<file path="src/rtl/calc_pkg.sv">
// Shared types and segment constants for the calculator display controller.
package calc_pkg;

    typedef enum logic [1:0] {
        ST_ERRO       = 2'b00,
        ST_OCUPADO    = 2'b01,
        ST_PRONTO     = 2'b10,
        ST_IMPRIMINDO = 2'b11
    } status_t;

    localparam int N_DIGITS = 8;

    // Active-low, bit order gfedcba
    localparam logic [6:0] SEG_BLANK = 7'h7F;
    localparam logic [6:0] SEG_E     = 7'h06;
    localparam logic [6:0] SEG_R     = 7'h2F;

    localparam logic [6:0] SEG_TABLE [10] = '{
        7'h40, 7'h79, 7'h24, 7'h30, 7'h19,
        7'h12, 7'h02, 7'h78, 7'h00, 7'h10
    };

endpackage

</file>
<file path="src/rtl/seg7_decoder.sv">
// BCD to active-low seven-segment decoder; codes 10..15 or blank_i give a dark digit.
module seg7_decoder
    import calc_pkg::*;
(
    input  logic [3:0] digit,
    input  logic       blank_i,
    output logic [6:0] seg
);

    always_comb begin
        seg = SEG_BLANK;
        if (!blank_i && digit <= 4'd9)
            seg = SEG_TABLE[digit];
    end

endmodule

</file>
<file path="src/rtl/calc_display_ctrl.sv">
// Captures the core's digit stream into an 8-digit buffer and scans it onto
// 8 common-anode displays. Optional macro LEADING_ZERO_BLANK_EN blanks leading zeros.
module calc_display_ctrl
    import calc_pkg::*;
#(
    parameter int REFRESH_DIV = 50_000
) (
    input  logic       clock,
    input  logic       reset,
    input  logic [1:0] status,
    input  logic [3:0] data,
    input  logic [3:0] pos,
    output logic [7:0] an,
    output logic [6:0] seg,
    output logic       dp
);

    localparam int CNT_W = $clog2(REFRESH_DIV);

    logic [3:0]       digit_buf [N_DIGITS];
    logic [CNT_W-1:0] div_cnt;
    logic [2:0]       scan_idx;
    status_t          status_q;

    logic [3:0] cur_digit;
    logic       lz_blank;
    logic [6:0] dec_seg;
    logic [7:0] an_next;
    logic [6:0] seg_next;
    logic       dp_next;

    // Capture stage: erro and imprimindo both carry digits, pos 8..15 is dropped
    always_ff @(posedge clock or negedge reset) begin
        if (!reset) begin
            for (int i = 0; i < N_DIGITS; i++)
                digit_buf[i] <= 4'hF;
        end else if ((status == ST_ERRO || status == ST_IMPRIMINDO) && !pos[3]) begin
            digit_buf[pos[2:0]] <= data;
        end
    end

    always_ff @(posedge clock or negedge reset) begin
        if (!reset) begin
            div_cnt  <= '0;
            scan_idx <= '0;
            status_q <= ST_PRONTO;
        end else begin
            status_q <= status_t'(status);
            if (div_cnt == CNT_W'(REFRESH_DIV - 1)) begin
                div_cnt  <= '0;
                scan_idx <= scan_idx + 3'd1;
            end else begin
                div_cnt <= div_cnt + 1'b1;
            end
        end
    end

    assign cur_digit = digit_buf[scan_idx];

`ifdef LEADING_ZERO_BLANK_EN
    logic upper_zero;

    // A zero is leading when nothing above it holds a nonzero digit
    always_comb begin
        upper_zero = 1'b1;
        for (int j = 0; j < N_DIGITS; j++) begin
            if (j > int'(scan_idx) && digit_buf[j] inside {[4'd1:4'd9]})
                upper_zero = 1'b0;
        end
        lz_blank = (scan_idx != 3'd0) && (cur_digit == 4'd0) && upper_zero;
    end
`else
    assign lz_blank = 1'b0;
`endif

    seg7_decoder u_dec (
        .digit   (cur_digit),
        .blank_i (lz_blank),
        .seg     (dec_seg)
    );

    always_comb begin
        an_next  = ~(8'b1 << scan_idx);
        seg_next = dec_seg;
        dp_next  = 1'b1;
        case (status_q)
            ST_ERRO: begin
                if (scan_idx == 3'd2)
                    seg_next = SEG_E;
                else if (scan_idx < 3'd2)
                    seg_next = SEG_R;
                else
                    seg_next = SEG_BLANK;
            end
            ST_OCUPADO: dp_next = (scan_idx != 3'd7);
            default:    dp_next = 1'b1;
        endcase
    end

    // Output stage: one cycle behind scan_idx
    always_ff @(posedge clock or negedge reset) begin
        if (!reset) begin
            an  <= 8'hFF;
            seg <= SEG_BLANK;
            dp  <= 1'b1;
        end else begin
            an  <= an_next;
            seg <= seg_next;
            dp  <= dp_next;
        end
    end

endmodule

</file>
<file path="config.mk">
export PLATFORM = sky130hd
export DESIGN_NAME = calc_display_ctrl
export DESIGN_NICKNAME = d
export VERILOG_FILES = /design/src/rtl/calc_pkg.sv /design/src/rtl/seg7_decoder.sv /design/src/rtl/calc_display_ctrl.sv
export SDC_FILE = /design/constraint.sdc
export NUM_CORES = 1
export LEC_CHECK = 0
export ABC_AREA = 1
export CAP_MARGIN = 20
export CORE_MARGIN = 5
export CORE_UTILIZATION = 60
export CTS_CLUSTER_SIZE = 8
export DETAILED_ROUTE_END_ITERATION = 8
export HOLD_SLACK_MARGIN = 0.1
export PLACE_DENSITY = 0.82
export SYNTH_ARGS = -nofsm -noshare
export SYNTH_HDL_FRONTEND = slang
export SYNTH_SLANG_ARGS = --single-unit
</file>
<file path="constraint.sdc">
create_clock -name clock -period 5.3 [get_ports clock]
set_input_delay 1.59 -clock clock [delete_from_list [all_inputs] [get_ports clock]]
set_output_delay 1.59 -clock clock [all_outputs]
set_load 0.1 [all_outputs]
</file>
==> metrics.txt <==
DP Cell Count=485; CP Launch Point=seg[0]; final worst-path cycle share=0.676; Pleak=0.00186 µW; setup violators final=0; Die Wd=85.3 µm; GR Layer Usage met1=0.260; share of the synthesized area in the top cell type=0.379; Core Area=0.00551 mm²; vias per inst=5.11; PD cells=383 mW/mm²; clk root buf=clkbuf_8; synthesized cell area=0.00340 mm²; post-DP HPWL=4.41 mm; Design Area, Final=0.00396 mm²; Hold Fails Final Rpt=0; GRT met3 Usage=0.0534; CP arrival=1.99 ns; WHS=0.397 ns; most common cell in the netlist=nand2_1; DIE HEIGHT=85.3 µm; first-pass GRT wire length=11.3 mm; Total GRT Usage=0.199; RSZ-0062 raised after global routing=no; Worst path depth=1; Max-Slew Margin vs Limit=0.353; FP Rows=27; Reg2Reg Depth=14; number of synthesized flops with an enable pin=0; Syn Inst Count=390; Layout Nets=449; Req. time, crit path=3.71 ns; share of cells above drive strength 1=0.219; routed len/inst=12.9 µm; Finished Core Util=0.719; sequential area share after synthesis=0.526; Synth top cells by count=nand2_1 (102), inv_1 (51), dfstp_2 (49); synth top area cells=dfstp_2 (38%), dfrtp_1 (15%), nand2_1 (11%); initial antenna violation count=0; total of max-cap violations=0; clk_skew=0.0113 ns; post-cts sizing count=0; Detail Route Antenna Nets=0; slowest cell delay on critical path=1.12 ns; Slew @ Worst Pin=0.968 ns; # IOs=28; gr busiest metal=met2; insertion delay to the later sink of the worst-skew pair=0.35 ns; largest net degree at the start of global routing=48; CP max-delay cell=clkdlybuf4s50_1; GP Congestion=0.858; Initial Utilization=0.617; total CTS buffers=9; CP max FO=1; Vias=2563; drt first pass iters=4; Synth Net Count=414; Reg2Reg Setup Slack=2.91 ns; Most used DFF post-synth=dfstp_2; grt total ovfl=0; reg2reg end=seg[2]; htree depth=3; min Tclk post-route=3.58 ns; clock sink count=69; fmax=0.279 GHz; Die ar.=0.00727 mm²; dpl cell area=0.00371 mm²; CP Buf/Inv Count=1; hold buffer count at cts=0; number of diodes=0; VDD IR max=318 µV; Startpoint Class=register; Setup TNS Final=0 ns; Iteration-0 DRC Markers=271; Clock Tree Buf Depth=2; post-CTS setup buffer count=0; end point of the critical path=seg[0]; Worst setup EP type=primary output; YS warnings=0; Crit Reg-Reg Startpoint=scan_idx[0]; met2 Usage GRT=0.321; I/O Buffers=27; ordered cell list for the critical path=clkdlybuf4s50_1; Setup CP Type=reg -> out; #FFs+latches synth=69; Final Max Tran Viols=0; Async S/R FF share, synth=1.00; crit-path leading delay family=buffers and inverters; post-synth cell types=34; area grow syn2layout=16.5%; largest area contributor in the netlist=dfstp_2; final wirelength=6.48 mm; Finished Layout Cells=502; vias in the first global route=2464; DRC=0; hold crit path type=reg -> reg; CTS clk-pin slew, worst paths=0.08 ns; syn_area_per_cell=8.71 µm²; status=completed; TritonCTS clock tree=built
## through the flow
step / power, µW / setup WS [ns]
floorplan: 964 / 2.89
global route: 1600 / 1.67
finish: 1520 / 1.72
global placement: 1040 / 2.10
detailed placement: 1050 / 2.05
CTS: 1530 / 1.70
## cell families (layout without fill, tap and decap cells)
kind of cell    count (synthesis)  count (layout)  share of synthesized area
fa+ha+maj                      12              12                     0.0442
xor+xnor                        5               5                     0.0129
simple gates                  181             181                      0.242
compound gates                 62              62                     0.0976
flops                          69              69                      0.526
buf+inv                        61             101                     0.0777
## routing by layer
metal	vias to the layer above	part of all wire
li1	1305	-
met1	1179	0.45
met2	70	0.47
met3	9	0.059
met4	0	0.017
met5	-	0
## how the worst min path moves through the flow
stage	start	endpoint	slack, ns	cells past startpoint
floorplan	status_q[0]	dp	0.38	1
global placement	status_q[0]	dp	0.38	1
detailed placement	status_q[0]	dp	0.39	1
CTS	status_q[0]	dp	0.40	1
global route	status_q[0]	dp	0.42	1
finish	status_q[0]	dp	0.40	1
## registers in the layout (all words and copies together) (netlist names)
signal and count:
div_cnt 16, digit_buf 32, scan_idx 3, an 8, seg 7, status_q 2, dp 1
## where the power goes
group | internal [µW] | total (µW) | switching [µW]
Clock | 266 | 476 | 210
Sequential | 650 | 683 | 32.9
Combinational | 103 | 359 | 256
## layout make-up
cell class / instances / area, µm²
tap: 72 / 90.1
sequential: 69 / 1790
timing repair buffer: 29 / 293
multi-input combinational: 260 / 1350
clock buffer: 9 / 124
fill: 406 / 1550
inverter: 56 / 218
clock inverter: 7 / 100
## placed cells by master (no fill, tap or decap), types with 4 or more instances in the layout
cell,n
nand2_1,102
inv_1,51
dfstp_2,49
o21ai_0,44
nor2_1,28
clkdlybuf4s50_1,26
nand3_1,22
dfrtp_1,20
ha_1,12
nand2_2,10
clkbuf_8,9
o21ai_1,7
xor2_1,5
a21oi_1,4
(Power assumes the default switching activity.)
